$ cat src/rtl/keypad_entry_if.sv
// Key-event bundle from the keypad scanner: accepted key pulses plus the
// assembled decimal value and the last value latched by Enter.
interface keypad_entry_if;
    logic        key_valid;
    logic [3:0]  key_code;
    logic [15:0] working_number;
    logic [2:0]  digit_count;
    logic [15:0] entered_number;
    logic        entered_valid;

    modport master (
        output key_valid, key_code, working_number,
               digit_count, entered_number, entered_valid
    );

    modport slave (
        input key_valid, key_code, working_number,
              digit_count, entered_number, entered_valid
    );
endinterface

$ cat src/rtl/keypad_entry.sv
// 4x4 matrix keypad scanner with debounce and 4-digit decimal entry.
// Define KEYPAD_REPEAT_EN to enable auto-repeat of held digit keys.
module keypad_entry #(
    parameter int SCAN_CYCLES        = 100000,
    parameter int DEBOUNCE_SCANS     = 4,
    parameter int REPEAT_DELAY_SCANS = 125,
    parameter int REPEAT_RATE_SCANS  = 25
) (
    input  logic          clk,
    input  logic          reset,
    input  logic [3:0]    row_n,
    output logic [3:0]    col_n,
    keypad_entry_if.master kp
);

    localparam int SW      = (SCAN_CYCLES > 1) ? $clog2(SCAN_CYCLES) : 1;
    localparam int CNT_MAX = (DEBOUNCE_SCANS > REPEAT_DELAY_SCANS)
                           ? ((DEBOUNCE_SCANS > REPEAT_RATE_SCANS) ? DEBOUNCE_SCANS : REPEAT_RATE_SCANS)
                           : ((REPEAT_DELAY_SCANS > REPEAT_RATE_SCANS) ? REPEAT_DELAY_SCANS : REPEAT_RATE_SCANS);
    localparam int CW      = $clog2(CNT_MAX + 1);

    typedef enum logic [1:0] {IDLE, PRESS_DB, HELD, RELEASE_DB} state_t;

    logic [3:0]      row_meta_reg, row_sync_reg;
    logic [SW-1:0]   slot_reg;
    logic [1:0]      col_reg;
    logic [3:0]      col_n_reg;
    logic [4:0]      hit_cnt_reg;
    logic [3:0]      hit_code_reg;
    state_t          state_reg;
    logic [3:0]      cand_reg;
    logic [CW-1:0]   cnt_reg;
`ifdef KEYPAD_REPEAT_EN
    logic            rep_phase_reg;
`endif
    logic            key_valid_reg;
    logic [3:0]      key_code_reg;
    logic [3:0][3:0] digits_reg;
    logic [2:0]      count_reg;
    logic [15:0]     entered_reg;
    logic            entered_valid_reg;

    function automatic logic [3:0] key_at(input logic [1:0] r, input logic [1:0] c);
        logic [3:0] k;
        case ({r, c})
            4'h0: k = 4'h1;  4'h1: k = 4'h2;  4'h2: k = 4'h3;  4'h3: k = 4'hA;
            4'h4: k = 4'h4;  4'h5: k = 4'h5;  4'h6: k = 4'h6;  4'h7: k = 4'hB;
            4'h8: k = 4'h7;  4'h9: k = 4'h8;  4'hA: k = 4'h9;  4'hB: k = 4'hC;
            4'hC: k = 4'h0;  4'hD: k = 4'hF;  4'hE: k = 4'hE;  default: k = 4'hD;
        endcase
        return k;
    endfunction

    logic [3:0] row_hit;
    logic [3:0] row_code [4];

    genvar gi;
    generate
        for (gi = 0; gi < 4; gi++) begin : g_row
            assign row_hit[gi]  = ~row_sync_reg[gi];
            assign row_code[gi] = key_at(2'(gi), col_reg);
        end
    endgenerate

    logic          slot_last, sweep_end, sweep_none, sweep_single;
    logic [4:0]    sweep_cnt;
    logic [3:0]    sweep_code;
    logic [CW-1:0] cnt_inc;
    logic          accept;

    // Closed switches accumulate across the four column slots of a sweep;
    // the column-0 sample starts a fresh tally.
    always_comb begin
        slot_last  = (slot_reg == SW'(SCAN_CYCLES - 1));
        sweep_end  = slot_last && (col_reg == 2'd3);
        sweep_cnt  = (col_reg == 2'd0) ? 5'd0 : hit_cnt_reg;
        sweep_code = (col_reg == 2'd0) ? 4'd0 : hit_code_reg;
        for (int r = 0; r < 4; r++) begin
            if (row_hit[r]) begin
                sweep_cnt  = sweep_cnt + 5'd1;
                sweep_code = row_code[r];
            end
        end
        sweep_none   = (sweep_cnt == 5'd0);
        sweep_single = (sweep_cnt == 5'd1);
        cnt_inc      = cnt_reg + CW'(1);
    end

    always_comb begin
        accept = 1'b0;
        if (sweep_end && sweep_single) begin
            case (state_reg)
                IDLE:     accept = (DEBOUNCE_SCANS == 1);
                PRESS_DB: accept = (sweep_code == cand_reg) && (cnt_inc == CW'(DEBOUNCE_SCANS));
`ifdef KEYPAD_REPEAT_EN
                HELD:     accept = (sweep_code == cand_reg) && (cand_reg <= 4'd9) &&
                                   (rep_phase_reg ? (cnt_inc == CW'(REPEAT_RATE_SCANS))
                                                  : (cnt_inc == CW'(REPEAT_DELAY_SCANS)));
`endif
                default:  accept = 1'b0;
            endcase
        end
    end

    logic [15:0] working;
    assign working = 16'(digits_reg[3]) * 16'd1000 + 16'(digits_reg[2]) * 16'd100
                   + 16'(digits_reg[1]) * 16'd10   + 16'(digits_reg[0]);

    always_ff @(posedge clk) begin
        if (reset) begin
            row_meta_reg      <= 4'hF;
            row_sync_reg      <= 4'hF;
            slot_reg          <= '0;
            col_reg           <= 2'd0;
            col_n_reg         <= 4'b1110;
            hit_cnt_reg       <= 5'd0;
            hit_code_reg      <= 4'd0;
            state_reg         <= IDLE;
            cand_reg          <= 4'd0;
            cnt_reg           <= '0;
`ifdef KEYPAD_REPEAT_EN
            rep_phase_reg     <= 1'b0;
`endif
            key_valid_reg     <= 1'b0;
            key_code_reg      <= 4'd0;
            digits_reg        <= '0;
            count_reg         <= 3'd0;
            entered_reg       <= 16'd0;
            entered_valid_reg <= 1'b0;
        end else begin
            row_meta_reg <= row_n;
            row_sync_reg <= row_meta_reg;

            if (slot_last) begin
                slot_reg     <= '0;
                col_reg      <= col_reg + 2'd1;
                col_n_reg    <= {col_n_reg[2:0], col_n_reg[3]};
                hit_cnt_reg  <= sweep_cnt;
                hit_code_reg <= sweep_code;
            end else begin
                slot_reg <= slot_reg + SW'(1);
            end

            if (sweep_end) begin
                case (state_reg)
                    IDLE: begin
                        if (sweep_single) begin
                            cand_reg <= sweep_code;
                            if (accept) begin
                                state_reg <= HELD;
                                cnt_reg   <= '0;
                            end else begin
                                state_reg <= PRESS_DB;
                                cnt_reg   <= CW'(1);
                            end
                        end
                    end
                    PRESS_DB: begin
                        if (sweep_single && sweep_code == cand_reg) begin
                            if (accept) begin
                                state_reg <= HELD;
                                cnt_reg   <= '0;
`ifdef KEYPAD_REPEAT_EN
                                rep_phase_reg <= 1'b0;
`endif
                            end else begin
                                cnt_reg <= cnt_inc;
                            end
                        end else begin
                            state_reg <= IDLE;
                        end
                    end
                    HELD: begin
                        if (sweep_none) begin
                            cnt_reg   <= CW'(1);
                            state_reg <= (DEBOUNCE_SCANS == 1) ? IDLE : RELEASE_DB;
                        end else if (sweep_single && sweep_code == cand_reg) begin
`ifdef KEYPAD_REPEAT_EN
                            if (accept) begin
                                cnt_reg       <= '0;
                                rep_phase_reg <= 1'b1;
                            end else begin
                                cnt_reg <= cnt_inc;
                            end
`endif
                        end else begin
                            cnt_reg <= '0;
`ifdef KEYPAD_REPEAT_EN
                            rep_phase_reg <= 1'b0;
`endif
                        end
                    end
                    default: begin
                        if (sweep_none) begin
                            if (cnt_inc == CW'(DEBOUNCE_SCANS)) state_reg <= IDLE;
                            else                                 cnt_reg   <= cnt_inc;
                        end else begin
                            state_reg <= HELD;
                            cnt_reg   <= '0;
`ifdef KEYPAD_REPEAT_EN
                            rep_phase_reg <= 1'b0;
`endif
                        end
                    end
                endcase
            end

            key_valid_reg     <= accept;
            entered_valid_reg <= 1'b0;
            if (accept) begin
                key_code_reg <= sweep_code;
                if (sweep_code <= 4'd9) begin
                    digits_reg <= {digits_reg[2:0], sweep_code};
                    count_reg  <= count_reg + ((count_reg != 3'd4) ? 3'd1 : 3'd0);
                end else if (sweep_code == 4'hC) begin
                    digits_reg <= '0;
                    count_reg  <= 3'd0;
                end else if (sweep_code == 4'hE) begin
                    entered_reg       <= working;
                    entered_valid_reg <= 1'b1;
                    digits_reg        <= '0;
                    count_reg         <= 3'd0;
                end
            end
        end
    end

    assign col_n             = col_n_reg;
    assign kp.key_valid      = key_valid_reg;
    assign kp.key_code       = key_code_reg;
    assign kp.working_number = working;
    assign kp.digit_count    = count_reg;
    assign kp.entered_number = entered_reg;
    assign kp.entered_valid  = entered_valid_reg;

endmodule

$ cat src/flat_wrapper.sv
// flat-port wrapper written by rule: the top's interface ports become plain ports
module keypad_entry_flat 
#(
    parameter int SCAN_CYCLES        = 100000,
    parameter int DEBOUNCE_SCANS     = 4,
    parameter int REPEAT_DELAY_SCANS = 125,
    parameter int REPEAT_RATE_SCANS  = 25
)
  (clk, reset, row_n, col_n, kp_key_valid, kp_key_code, kp_working_number, kp_digit_count, kp_entered_number, kp_entered_valid);
  keypad_entry_if kp_i ();
  input  logic clk;
  input  logic reset;
  input  logic [3:0] row_n;
  output logic [3:0] col_n;
  output wire logic [$bits(kp_i.key_valid)-1:0] kp_key_valid;
  output wire logic [$bits(kp_i.key_code)-1:0] kp_key_code;
  output wire logic [$bits(kp_i.working_number)-1:0] kp_working_number;
  output wire logic [$bits(kp_i.digit_count)-1:0] kp_digit_count;
  output wire logic [$bits(kp_i.entered_number)-1:0] kp_entered_number;
  output wire logic [$bits(kp_i.entered_valid)-1:0] kp_entered_valid;
  assign kp_key_valid = kp_i.key_valid;
  assign kp_key_code = kp_i.key_code;
  assign kp_working_number = kp_i.working_number;
  assign kp_digit_count = kp_i.digit_count;
  assign kp_entered_number = kp_i.entered_number;
  assign kp_entered_valid = kp_i.entered_valid;
  keypad_entry #(.SCAN_CYCLES(SCAN_CYCLES), .DEBOUNCE_SCANS(DEBOUNCE_SCANS), .REPEAT_DELAY_SCANS(REPEAT_DELAY_SCANS), .REPEAT_RATE_SCANS(REPEAT_RATE_SCANS)) u_core (.clk(clk), .reset(reset), .row_n(row_n), .col_n(col_n), .kp(kp_i));
endmodule
$ cat config.mk
export PLATFORM = sky130hd
export DESIGN_NAME = keypad_entry_flat
export DESIGN_NICKNAME = d
export VERILOG_FILES = /design/src/rtl/keypad_entry_if.sv /design/src/rtl/keypad_entry.sv /design/src/flat_wrapper.sv
export SDC_FILE = /design/constraint.sdc
export NUM_CORES = 1
export LEC_CHECK = 0
export BUFFER_PORTS_ARGS = -buffer_cell sky130_fd_sc_hd__buf_2
export CORE_MARGIN = 5
export CORE_UTILIZATION = 61
export DETAILED_ROUTE_END_ITERATION = 10
export PLACE_DENSITY = 0.81
export SLEW_MARGIN = 20
export SYNTH_ARGS = -nofsm -noshare
export SYNTH_HDL_FRONTEND = slang
export SYNTH_SLANG_ARGS = --single-unit
$ cat constraint.sdc
create_clock -name clk -period 6.1 [get_ports clk]
set_clock_uncertainty 0.15 [all_clocks]
set_input_delay 0.61 -clock clk [delete_from_list [all_inputs] [get_ports clk]]
set_output_delay 0.61 -clock clk [all_outputs]
set_load 0.1 [all_outputs]
After elaboration in Yosys (flattened, before gate mapping)
Cells that the tools add are included.
Word-level totals
  bits in registers: 94
  input port bits: 6
  word-level logic and storage cells: 112
Operators by class
  add/sub/neg operators: 11
  multipliers: 3
  order comparisons: 1
  eq/ne operators: 19
  mux-type cells: 41
  bitwise operators: 3
  reduce and logical (&&, ||, !) cells: 15
Operator list (number)
  7-bit two-way mux: 7
  16-bit two-way mux: 3
  4-bit one-hot mux with 4 select lines: 3
  5-bit two-way mux: 5
  7-bit one-hot mux with 3 select lines: 1
  5-bit by 1-bit adder with 5-bit output (second input constant): 4
  4-bit two-way mux: 5
  17-bit by 1-bit adder with 17-bit output (second input constant): 1
  17-bit equality test (second input constant): 1
  16-bit by 4-bit adder with 16-bit output: 1
  16-bit by 8-bit adder with 16-bit output: 1
  14-bit by 11-bit adder with 15-bit output: 1
  2-bit two-way mux: 7
  4-bit one-hot mux with 3 select lines: 1
  4-bit by 7-bit multiplier with 11-bit output (second input constant): 1
  5-bit != test (second input constant): 2
  5-bit AND reduction: 2
  4-bit by 5-bit multiplier with 9-bit output (second input constant): 1
  3-bit two-way mux: 3
  4-bit equality test (second input constant): 2
  7-bit by 1-bit adder with 7-bit output (second input constant): 1
  7-bit by 3-bit equality test with 1-bit output (second input constant): 1
  4-bit by 3-bit multiplier with 7-bit output (second input constant): 1
  2-bit equality test (second input constant): 3
  other kinds (21): 35

Depth between registers and ports, before layout
Gate-level depths: netlist of the first run.
  word-level depth: 16
  depth in mapped cells: 24
  gate-level depth less buffers: 22

Least setup slack after synthesis of the first run
No wires, ideal clock.
  path type: flip-flop to output port
  start point: register u_core.digits_reg[13] (netlist name)
  end point: output kp_working_number[13]
  arrival time: 5.292 ns
  required time: 5.340 ns
  slack: 0.048 ns
  stages on the path, launching flop included: 17
  cells stage by stage: dfxtp_1 fa_1 inv_1 fa_1 inv_1 ha_1 xor2_1 ha_1 a211oi_1 a21oi_1 ha_1 nand2_1 o21ai_0 and3_1 maj3_1 nand2_1 xnor2_1
On the way
  longest elaborated chain between the ends: 4
RTL lines
  start, declared: RTL line keypad_entry.sv:38  | logic [3:0][3:0] digits_reg;
  start signal, assigned: RTL line keypad_entry.sv:213  | digits_reg <= {digits_reg[2:0], sweep_code};
  4-bit by 7-bit multiplier with 11-bit output: RTL line keypad_entry.sv:106  | assign working = 16'(digits_reg[3]) * 16'd1000 + 16'(digits_reg[2]) * 16'd100
  14-bit by 11-bit adder with 15-bit output: RTL line keypad_entry.sv:106
  16-bit by 8-bit adder with 16-bit output: RTL line keypad_entry.sv:107  | + 16'(digits_reg[1]) * 16'd10 + 16'(digits_reg[0]);
  16-bit by 4-bit adder with 16-bit output: RTL line keypad_entry.sv:107
  end, declared: RTL line flat_wrapper.sv:17  | output wire logic [$bits(kp_i.working_number)-1:0] kp_working_number;
No other way between the ends.

Worst setup path in the final report of the first run
Same ends and word-level chain as after synthesis.

==> results of run 1 <==
==> worst max-delay path by stage <==
stage | end | slack, ps | depth (start not counted)
2_1_floorplan | kp_working_number[13] | 50 | 16
3_3_place_gp | kp_working_number[13] | 760 | 17
3_5_place_dp | kp_working_number[13] | 670 | 17
4_1_cts | kp_working_number[13] | 230 | 17
5_1_grt | kp_working_number[13] | 40 | 17
6_report | kp_working_number[13] | 410 | 17
==> routing by layer <==
metal / global-route usage (%) / vias to the layer above
li1: - / 2470
met1: 27.52 / 2326
met2: 34.51 / 90
met3: 4.148 / 19
met4: 6.568 / 0
met5: 0 / -
==> stage by stage <==
step / power (mW) / std cells / setup slack, ps / util, % / instance area [µm²]
after floorplan: 0.6897 / 702 / 47.57 / - / 6215
after global placement: 0.6998 / 861 / 757.4 / 65.91 / 6501
after detailed placement: 0.7022 / 861 / 667.1 / 65.94 / 6505
after CTS: 1.176 / 877 / 230.3 / 68.28 / 6735
after global routing: 1.213 / 877 / 44.39 / 68.39 / 6746
final: 1.170 / 877 / 405.8 / 68.39 / 6746
==> power by group through the flow <==
stage	sequential [mW]	combinational (mW)	clock (mW)
final	0.625	0.0639	0.481
after global routing	0.626	0.0690	0.518
after CTS	0.625	0.0637	0.487
after detailed placement	0.639	0.0632	0
after global placement	0.639	0.0612	0
after floorplan	0.640	0.0498	0
==> worst max-delay path: stages, from the launching register on <==
cell	delay (ps)
dfxtp_1	430
fa_1	650
inv_1	100
fa_1	500
inv_1	40
ha_1	320
xor2_1	170
ha_1	310
a211oi_1	230
a21oi_1	70
ha_1	350
a21oi_1	140
o21ai_0	130
and3_1	210
maj3_1	360
nand2_1	90
xnor2_1	170
buf_6	270
==> kinds of logic after synthesis <==
family	share of synthesized area [%]
DFF	30.28
xor gates and xnor gates	9.764
buffers and inverters	4.852
AOI/OAI and AO/OA	13.83
other	0.06034
and+or+nand+nor	20.33
adders and majority gates	16.63
muxes	4.248
==> final cells by class <==
cell class,count,area (µm²)
Inverter,41,153.9
Clock buffer,10,137.6
Multi-Input combinational cell,541,4040
Timing Repair Buffer,52,274.0
Tap cell,133,166.4
Sequential cell,94,1882
Clock inverter,6,92.59
Fill cell,789,3118
==> cells in the mapped netlist (all sizes together) (6+ instances only) <==
master / count
a21o: 12
or3: 8
nor2: 60
inv: 41
nor3: 10
and3: 6
xnor2: 36
ha: 61
nand2: 87
clkbuf: 12
dfxtp: 94
buf: 14
nor2b: 10
xor2: 24
a211oi: 6
or2: 10
fa: 13
a21oi: 59
mux2i: 23
nand2b: 7
nand3: 19
nand4: 7
o21ai: 17
==> flow_summary.toml, run 1 <==
[grt]
grt_antenna_before_repair = 0
overflow = 0
grt_max_degree = 78
track_usage_pct = 20.90
grt_pass1_wl_um = 21790
grt_pass1_vias = 4721

[min_path]
min_to = "u_core.row_sync_reg[3]"
min_path_type = "reg -> reg"
min_from = "u_core.row_meta_reg[3]"
hold_path_depth = 1

[synth]
yosysSeqAreaShare_pct = 30.28
ys_seq_elements = 94
syn_area_um2 = 6215
synth_ff_type = "dfxtp_1"
syn_inst = 702
synth_edf_count = 0
ys_warn_count = 0
yosys-top-cells-area = "dfxtp_1 (30%), ha_1 (12%), nand2_1 (5.3%)"
synth.distinct_cells = 79
yosysTopAreaCellShare_pct = 30.28
syn_avg_cell_area_um2 = 8.853
synth_nets = 782
async_flop_share_pct = 0
synth.largest_area_cell = "dfxtp_1"

[sta]
slew_viol_final = 0
fin_crit_sh_pct = 93.35
min_period_ps = 5694
finalHoldViolCount = 0
worst_pin_slew_ps = 799.0
hold_ws_ps = 264.7
setup_viol = 0
rsz0062_at_grt = "no"
fmax_mhz = 175.6
setup_tns_ps = 0
slew_headroom_pct = 46.73

[clock_tree]
h-tree-depth = 3
clock-sinks = 94
cts_hold_buf = 0
post_cts_resized = 0
cts_buffer_depth = 2
post_cts_buffers = 0
cts_tree = "built"
cts_buffers = 9
clk_pin_slew_worst_paths_ps = 90
clock_latency_ps = 380
cts-root-buf = "clkbuf_8"

[pwr]
pwr-share-clk_pct = 41.1
power_per_cell_area_nw_per_um2 = 173.4
p_int_uw = 882.9
p_leak_nw = 3.102
p_switching_uw = 287.0
switching_share_pct = 24.53
ir_drop_mv = 0.1168
p_comb_share_pct = 5.5
p_seq_share_pct = 53.4

[floorplanning]
die_w_um = 110.9
dieArea_um2 = 12310
ios = 51
core_area_um2 = 9864
die_y_um = 110.9
start_util_pct = 63.00
row_count = 36

[detailed_routing]
wirelength_um = 12860
dr_wl_met3_um = 497
drt_iter0_drc = 286
wl_met1_um = 6014
antenna_left = 0
wl_per_cell_um = 14.67
wl_met2_um = 6101
highest_layer = "met4"
routed-via-count = 4905
first_pass_iters = 5
drc = 0
viasPerCell = 5.593

[cells_and_area]
antenna_cells = 0
nNetsFinal = 819
layout_commonest_cell = "dfxtp_1"
final_cell_mix = "dfxtp_1 (94), nand2_1 (87), ha_1 (61), a21oi_1 (59), nor2_1 (59)"
largest_reg_flops = 17
drive_above_1_share_pct = 14.65
area_growth_pct = 8.556

[placed_design]
dp_hpwl_um = 9640
place.gp.congestion = 0.8353
port_buffers = 49

[critical_path]
crit_fanout = 8
worst_setup_path_end_kind = "output pin"
critPathArrivalTime_ps = 4930
r2r_end = "u_core.cnt_reg[1]"
reg2reg_slack_ps = 630
worst_ep_required_time_ps = 5340
start_kind = "flop"
r2r_cells = 22
worstReg2RegStart = "u_core.col_reg[0]"
critPathLaunch = "u_core.digits_reg[13]"
critPathKind = "reg -> out"

[status]
status = "finished clean"

[run]
cap_violations = 0
No activity file was read; power rests on OpenSTA's default activity.
==> inputs of run 2 (changes only) <==
CORE_UTILIZATION = 46   (was 61)
PLACE_DENSITY = default   (was 0.81)
==> run 2 against run 1 <==
- design area grew 1.9%
- clock power grew 18%
- routed wire length rose by 4.0%
- utilization shrank 16 points
- global-route usage down 3.5 points
- setup slack worse by 61 ps
- via count down 0.96%
- hold slack got worse by 5.6 ps
- clock-buffer cell count grew 1
- critical path type unchanged
- largest power group unchanged
- highest routed layer unchanged
==> flow_summary.toml, run 2 (synthesized netlist as in run 1, its figures left out) <==
[status]
status = "finished clean"

[cells_and_area]
area_growth_pct = 10.61
final_cell_mix = "dfxtp_1 (94), nand2_1 (87), ha_1 (61), a21oi_1 (59), nor2_1 (59)"
nNetsFinal = 821
antenna_cells = 0
stdcell_count = 922
regArea_um2 = 1882
fin_area_um2 = 6874
drive_above_1_share_pct = 14.48
multi_input_area_um2 = 4031
finalCoreUtilization_pct = 51.91
fillers = 1277
layout_commonest_cell = "dfxtp_1"
largest_reg_flops = 17

[detailed_routing]
viasPerCell = 5.269
wl_per_cell_um = 14.51
drc = 0
drt_iter0_drc = 295
routed-via-count = 4858
antenna_left = 0
wirelength_um = 13380
first_pass_iters = 4

[clock_tree]
h-tree-depth = 3
cts-root-buf = "clkbuf_16"
cts_hold_buf = 0
post_cts_buffers = 0
clk_pin_slew_worst_paths_ps = 70
cts_buffers = 9
cts_tree = "built"
clock_latency_ps = 340
clock-sinks = 94
cts_buffer_depth = 2

[critical_path]
worst_ep_required_time_ps = 5340
crit_fanout = 8
start_kind = "flop"
critPathArrivalTime_ps = 5000
critPathKind = "reg -> out"
worst_setup_path_end_kind = "output pin"

[sta]
fin_crit_sh_pct = 94.35
slew_headroom_pct = 42.67
min_period_ps = 5755
rsz0062_at_grt = "no"
setup_tns_ps = 0
fmax_mhz = 173.7
finalHoldViolCount = 0
setup_ws_ps = 344.6
slew_viol_final = 0
worst_pin_slew_ps = 860.0
setup_viol = 0

[grt]
grt-busiest-layer = "met2"
grt_pass1_vias = 4818
met3_usage_pct = 3.302
grt_antenna_before_repair = 0
grt_pass1_wl_um = 23230
track_usage_pct = 17.40
grt_max_degree = 78
grtUsageMet1_pct = 23.13
use_met2_pct = 29.08
overflow = 0

[placed_design]
dpl_worst_slack_ps = 598.3
dpl_cell_area_um2 = 6570
port_buffers = 49
place.gp.congestion = 0.8554
dp_hpwl_um = 10140
dp_cells = 906

[run]
cap_violations = 0

[pwr]
ir_drop_mv = 0.1283
p_leak_nw = 3.142
power_per_cell_area_nw_per_um2 = 183.1

[floorplanning]
start_util_pct = 46.93
row_count = 42
core_area_um2 = 13240
ios = 51
dieArea_um2 = 15940
die_y_um = 126.2
die_w_um = 126.2

[min_path]
min_path_type = "reg -> reg"
==> run 2: cell types whose count changed in the layout (fill, tap and decap cells not counted), moves of 2 or more <==
cell,previous run,this run
clkbuf_16,0,9
clkbuf_8,10,1
buf_4,3,5
inv_6,2,0
==> run 2: path summary, 6_finish.rpt <==
| check | from | to | slack, ps | cells past startpoint |
|---|---|---|---|---|
| min reg2reg | u_core.row_meta_reg[3] | u_core.row_sync_reg[3] | 260 | 1 |
| min | u_core.row_meta_reg[3] | u_core.row_sync_reg[3] | 260 | 1 |
| max reg2reg | u_core.col_reg[0] | u_core.cnt_reg[1] | 610 | 22 |
| max | u_core.digits_reg[13] | kp_working_number[13] | 340 | 17 |
==> run 2: power breakdown <==
group	internal, mW	switching [mW]	leakage [nW]
clock network	0.329	0.240	0.142
registers	0.618	0.00707	0.760
logic	0.0199	0.0439	2.24
total	0.967	0.291	3.14
==> run 2: layer usage <==
layer  wire (µm)  share of wire [%]
met1        6383                 48
met2        6370                 48
met3         456                3.4
met4         167                1.2
met5           0                  0
==> run 2: worst max-delay path: stages, from the launching register on <==
cell and delay, ps:
dfxtp_1 420, fa_1 650, inv_1 100, fa_1 500, inv_1 40, ha_1 320, xor2_1 170, ha_1 310
a211oi_1 250, a21oi_1 70, ha_1 350, a21oi_1 140, o21ai_0 140, and3_1 220, maj3_1 360, nand2_1 90
xnor2_1 130, clkbuf_4 370
==> run 2: area by class of cell <==
type / count / area share [%]
sequential: 94 / 27.38
clock inverter: 5 / 0.8555
tap: 176 / 3.203
timing repair buffer: 54 / 4.150
clock buffer: 11 / 3.531
inverter: 41 / 2.239
multi-input combinational: 541 / 58.65
==> run 2: stage by stage <==
step	total power, mW	hold slack, ps
4_1_cts	1.278	259.9
2_1_floorplan	0.6897	239.5
3_3_place_gp	0.7009	242.3
5_1_grt	1.310	271.0
6_report	1.259	259.1
3_5_place_dp	0.7031	244.4
==> run 2: timing repair <==
action | in CTS | in global routing
hold endpoints to repair | 0 | 0
endpoints found under the setup margin | 0 | 1
gates resized for setup | 0 | 1
